==> config.mk <==
export PLATFORM = sky130hd
export DESIGN_NAME = aes_core_arbiter
export DESIGN_NICKNAME = d
export VERILOG_FILES = /design/src/rtl/aes_core_arbiter_pkg.sv /design/src/rtl/aes_core_arbiter_rr_grant.sv /design/src/rtl/aes_core_arbiter.sv
export SDC_FILE = /design/constraint.sdc
export NUM_CORES = 1
export LEC_CHECK = 0
export CAP_MARGIN = 20
export CORE_AREA = 2 2 408 410
export CTS_BUF_LIST = sky130_fd_sc_hd__clkbuf_8
export CTS_CLUSTER_DIAMETER = 100
export DETAILED_ROUTE_END_ITERATION = 10
export DIE_AREA = 0 0 410 412
export PLACE_DENSITY = 0.31
export SLEW_MARGIN = 5
export SYNTH_ARGS = -nofsm -noshare
export SYNTH_HDL_FRONTEND = slang
export SYNTH_SLANG_ARGS = --single-unit
==> constraint.sdc <==
create_clock -name clk -period 3.9 [get_ports clk]
set_input_delay 0.975 -clock clk [delete_from_list [all_inputs] [get_ports clk]]
set_output_delay 0.975 -clock clk [all_outputs]
set_load 0.05 [all_outputs]
==> src/rtl/aes_core_arbiter_pkg.sv <==
// Shared types and constants for the AES core arbiter.
// Holds the FSM encoding, block width and default timeout.
package aes_core_arbiter_pkg;

  localparam int BLOCK_W = 128;
  localparam int TIMEOUT_DEFAULT = 64;

  typedef logic [BLOCK_W-1:0] block_t;

  typedef enum logic [2:0] {
    ST_IDLE,
    ST_LOAD,
    ST_WAIT,
    ST_FLUSH,
    ST_RESP
  } state_t;

endpackage

==> src/rtl/aes_core_arbiter_rr_grant.sv <==
// Two-way round-robin grant for the AES core arbiter.
// On a tie the requester not granted last time wins.
module aes_rr_grant (
  input  logic       clk,
  input  logic       rst_n,
  input  logic [1:0] req_valid,
  input  logic       accept,
  output logic       grant_id,
  output logic       grant_any
);

  logic last_grant;

  // pick the granted requester from the current requests
  always_comb begin
    grant_any = |req_valid;
    grant_id  = 1'b0;
    unique case (1'b1)
      (req_valid == 2'b11): grant_id = ~last_grant;
      (req_valid == 2'b10): grant_id = 1'b1;
      default:              grant_id = 1'b0;
    endcase
  end

  // remember who won the last accepted job
  always_ff @(posedge clk or negedge rst_n) begin
    if (!rst_n) begin
      last_grant <= 1'b1;
    end else if (accept) begin
      last_grant <= grant_id;
    end
  end

endmodule

==> src/rtl/aes_core_arbiter.sv <==
// Arbitrates two requesters onto one shared AES core.
// Starts the core, waits with timeout, and returns a response.
module aes_core_arbiter
  import aes_core_arbiter_pkg::*;
#(
  parameter int TIMEOUT_CYCLES = TIMEOUT_DEFAULT
) (
  input  logic         clk,
  input  logic         rst_n,
  input  logic [1:0]   req_valid,
  output logic [1:0]   req_ready,
  input  block_t       req0_plain_text,
  input  block_t       req1_plain_text,
  input  block_t       req0_key,
  input  block_t       req1_key,
  output block_t       core_plain_text,
  output block_t       core_key,
  output logic         core_encrypt,
  output logic         core_reset,
  input  logic         core_done,
  input  block_t       core_data_out,
  output logic         resp_valid,
  input  logic         resp_ready,
  output logic         resp_id,
  output block_t       resp_data,
  output logic         resp_error
);

  localparam logic [7:0] TIMEOUT_LAST = 8'(TIMEOUT_CYCLES - 1);

  state_t     state;
  block_t     cap_pt;
  block_t     cap_key;
  logic       cap_id;
  logic [7:0] cnt;
  logic       grant_id;
  logic       grant_any;
  logic       idle_ok;
  logic       accept;

  aes_rr_grant u_grant (
    .clk       (clk),
    .rst_n     (rst_n),
    .req_valid (req_valid),
    .accept    (accept),
    .grant_id  (grant_id),
    .grant_any (grant_any)
  );

  // ready only in IDLE, only for the granted requester
  always_comb begin
    idle_ok   = rst_n && (state == ST_IDLE) && grant_any;
    req_ready = {idle_ok && grant_id, idle_ok && !grant_id};
    accept    = |(req_valid & req_ready);
  end

  assign core_plain_text = cap_pt;
  assign core_key        = cap_key;

  // job sequencing: accept, start, wait/timeout, respond
  always_ff @(posedge clk or negedge rst_n) begin
    if (!rst_n) begin
      state        <= ST_IDLE;
      cap_pt       <= '0;
      cap_key      <= '0;
      cap_id       <= 1'b0;
      cnt          <= '0;
      core_encrypt <= 1'b0;
      core_reset   <= 1'b1;
      resp_valid   <= 1'b0;
      resp_id      <= 1'b0;
      resp_data    <= '0;
      resp_error   <= 1'b0;
    end else begin
      core_encrypt <= 1'b0;
      core_reset   <= 1'b0;
      unique case (state)
        ST_IDLE: begin
          if (accept) begin
            cap_pt       <= grant_id ? req1_plain_text : req0_plain_text;
            cap_key      <= grant_id ? req1_key : req0_key;
            cap_id       <= grant_id;
            core_encrypt <= 1'b1;
            state        <= ST_LOAD;
          end
        end
        ST_LOAD: begin
          cnt   <= '0;
          state <= ST_WAIT;
        end
        ST_WAIT: begin
          if (core_done) begin
            resp_data  <= core_data_out;
            resp_error <= 1'b0;
            resp_id    <= cap_id;
            resp_valid <= 1'b1;
            state      <= ST_RESP;
          end else if (cnt == TIMEOUT_LAST) begin
            core_reset <= 1'b1;
            state      <= ST_FLUSH;
          end else begin
            cnt <= cnt + 8'd1;
          end
        end
        ST_FLUSH: begin
          resp_data  <= '0;
          resp_error <= 1'b1;
          resp_id    <= cap_id;
          resp_valid <= 1'b1;
          state      <= ST_RESP;
        end
        ST_RESP: begin
          if (resp_ready) begin
            resp_valid <= 1'b0;
            state      <= ST_IDLE;
          end
        end
        default: state <= ST_IDLE;
      endcase
    end
  end

endmodule

==> results.yml <==
worst_setup_path:
  worstSetupPathType: "flip-flop to output pin"
  crit_start: "state[1]"
  endpoint_kind: "output pin"
  required_ns: 2.92
  crit_path_start_kind: "flip-flop"
  cp.arrival_ns: 2.46
  crit-reg2reg-launch: "state[1]"
  path_max_fanout: 9
  rrSetupSlack_ns: 1.32
global_route:
  overflow: 0
  grt_pass1_wl_mm: 145
  grt_pass1_vias: 17391
  use_met1_pct: 12.9
  antenna_found_initial: 74
  use_met3_pct: 5.82
  grt_use_met2_pct: 21.1
  grt_max_degree: 135
  top_usage_layer: "met2"
  grt_usage_pct: 12.4
final_layout:
  drive_gt1_share_pct: 32.9
  fill_cells: 17785
  utilization_pct: 20.8
  mostFrequentLayoutCell: "clkdlybuf4s50_1"
  nets: 3057
  area_growth_pct: 78.3
  final_area_sq_um: 34200
  final_cell_mix: "clkdlybuf4s50_1 (1033), mux2_2 (631), dfrtp_1 (399)"
timing:
  skew_ns: 0.0410
  rsz0062_at_grt: "false"
  fin_crit_ns: 3.43
  slew_headroom_pct: 31.7
  worst_pin_slew_ns: 1.02
  final.setup.tns_ns: 0
  finalHoldViolCount: 0
  fmax_mhz: 292
  min_period_over_period_pct: 88.0
  slew_violations: 0
  setup_viol: 0
yosys:
  yosys.area.top_type_share_pct: 52.2
  synth.distinct_cells: 37
  syn_nets: 1973
  synth.avg_cell_area_sq_um: 14.5
  synth_edf_count: 0
  synthTopCellsByArea: "dfrtp_1 (52%), mux2_2 (37%), nor2b_1 (4.2%), buf_6 (1.2%), buf_2 (0.94%)"
  ys_async_sr_fraction_pct: 100
  ys_seq_elements: 402
  synth_top_flop_cell: "dfrtp_1"
  syn-instance-count: 1326
  yosysTopAreaCell: "dfrtp_1"
  synth.cell_area_sq_um: 19200
  yosys_warnings: 0
  ys_seq_area_share_pct: 52.5
drt:
  vias_per_cell: 3.32
  first_iter_violations: 412
  wl_per_cell_um: 23.0
  wirelength_mm: 108
  vias: 15623
  ant_nets: 0
  dr.pass1.iters: 4
  route.detailed.drc: 0
pwr:
  ir_worst_vdd_v: 0.000370
  power.internal_mw: 15.5
  power_leakage_nw: 13.2
  p_switching_mw: 14.5
  p_clk_share_pct: 16.2
  combPwrFrac_pct: 58.9
  fin_total_pwr_mw: 30.0
  p_per_area_nw_per_um2: 878
  p_seq_share_pct: 24.9
  sw_frac_of_total_pct: 48.3
placed_design:
  post_dp_cell_area_sq_um: 32300
  post-dp-hpwl_mm: 87.0
  portBuffers: 1036
  gp_congestion: 0.845
floorplan:
  num_rows: 149
  ioPinCount: 1037
  die-area_sq_um: 169000
  initial_core_util_pct: 11.7
  die_h_um: 412
  core_sq_um: 164000
  die_x_um: 410
run_status:
  outcome: "complete, no violations"
clock_tree:
  cts_tree: "yes"
  cts_hold_buf: 0
  cts_resized: 0
  clk_pin_slew_ns: 0.05
  cts_root_buf: "clkbuf_8"
  cts_sinks: 402
  clk_latency_ns: 0.78
  numCtsBuffers: 92
  h-tree-depth: 3
  ctsLongestPathBuffers: 3
  cts_setup_buffers: 0
job:
  maxCapViolations: 0
min_path:
  hold_path.class: "input pin to asynchronous set/reset pin"
synth_stat cells (2+ instances only):
| library cell | n |
|---|---|
| mux2_2 | 631 |
| dfrtp_1 | 400 |
| nor2b_1 | 129 |
| buf_2 | 36 |
| buf_6 | 20 |
| clkbuf_1 | 20 |
| buf_4 | 13 |
| mux2_1 | 12 |
| nand2_1 | 9 |
| mux2i_1 | 6 |
| inv_1 | 4 |
| nor2_1 | 4 |
| a2111oi_0 | 3 |
| a2111oi_4 | 3 |
| a21oi_1 | 3 |
| nand2b_1 | 3 |
| nor4b_1 | 3 |
| and2_1 | 2 |
| and3_1 | 2 |
| dfstp_2 | 2 |
| nand3_1 | 2 |
| nand3b_1 | 2 |
| nand4_1 | 2 |
| nor3_1 | 2 |
state kept, by name (all words and copies together) (netlist names):
signal / cells
core_plain_text: 128
state: 3
resp_valid: 1
core_key: 128
resp_error: 1
cnt: 8
resp_id: 1
cap_id: 1
u_grant.last_grant: 1
core_encrypt: 1
resp_data: 128
core_reset: 1
final timing paths:
path,depth (start not counted),to
max,6,req_ready[0]
max reg2reg,9,core_plain_text[9]
max in group asynchronous,3,core_key[32]
min,2,resp_data[48]
min in group clk,1,core_key[51]
min reg2reg,1,core_key[51]
worst max-delay path, stage by stage (launching register included):
cell     delay [ns]
dfrtp_1        0.47
nor4b_1        0.41
buf_4          0.20
o21ai_1        0.07
buf_4          0.17
nor2_1         0.21
buf_12         0.17
stage by stage:
step / hold slack [ns] / std cells / setup WS [ns]
floorplan: 0.475 / 1326 / 0.726
global placement: 0.471 / 4505 / 0.639
detailed placement: 0.475 / 4505 / 0.638
CTS: 0.266 / 4669 / 0.301
global route: 0.335 / 4689 / 0.223
finish: 0.337 / 4705 / 0.469
power by group through the flow:
| stage | combinational [mW] | sequential [mW] | clock (mW) |
|---|---|---|---|
| global route | 18.4 | 7.79 | 5.36 |
| floorplan | 3.86 | 14.4 | 0 |
| CTS | 18.0 | 7.53 | 5.20 |
| finish | 17.7 | 7.47 | 4.85 |
| global placement | 17.9 | 7.53 | 0 |
| detailed placement | 18.0 | 7.57 | 0 |
layer usage:
metal / vias up / part of all wire (%)
met5: - / 0.34
met4: 58 / 2.9
met3: 208 / 10
met2: 672 / 50
met1: 7742 / 36
li1: 6943 / -
cells by family after synthesis:
| family | count (synthesis) | share of synthesized area, % |
|---|---|---|
| multiplexers | 649 | 38.1 |
| adder cells (fa/ha/maj) | 1 | 0.0653 |
| AND/OR/NAND/NOR | 166 | 5.35 |
| AO/OA/AOI/OAI | 14 | 0.875 |
| flip-flops | 402 | 52.5 |
| buffers and inverters | 94 | 3.11 |
layout make-up:
cell class	count	area (sq um)	share of cell area [%]
Clock inverter	51	258	0.754
Clock buffer	113	1560	4.55
Sequential cell	402	10100	29.5
Multi-Input combinational cell	830	8520	24.9
Tap cell	2189	2740	8.01
Antenna cell	36	90.1	0.264
Inverter	5	26.3	0.0769
Timing Repair Buffer	1079	10900	31.9
(Power assumes the default switching activity.)
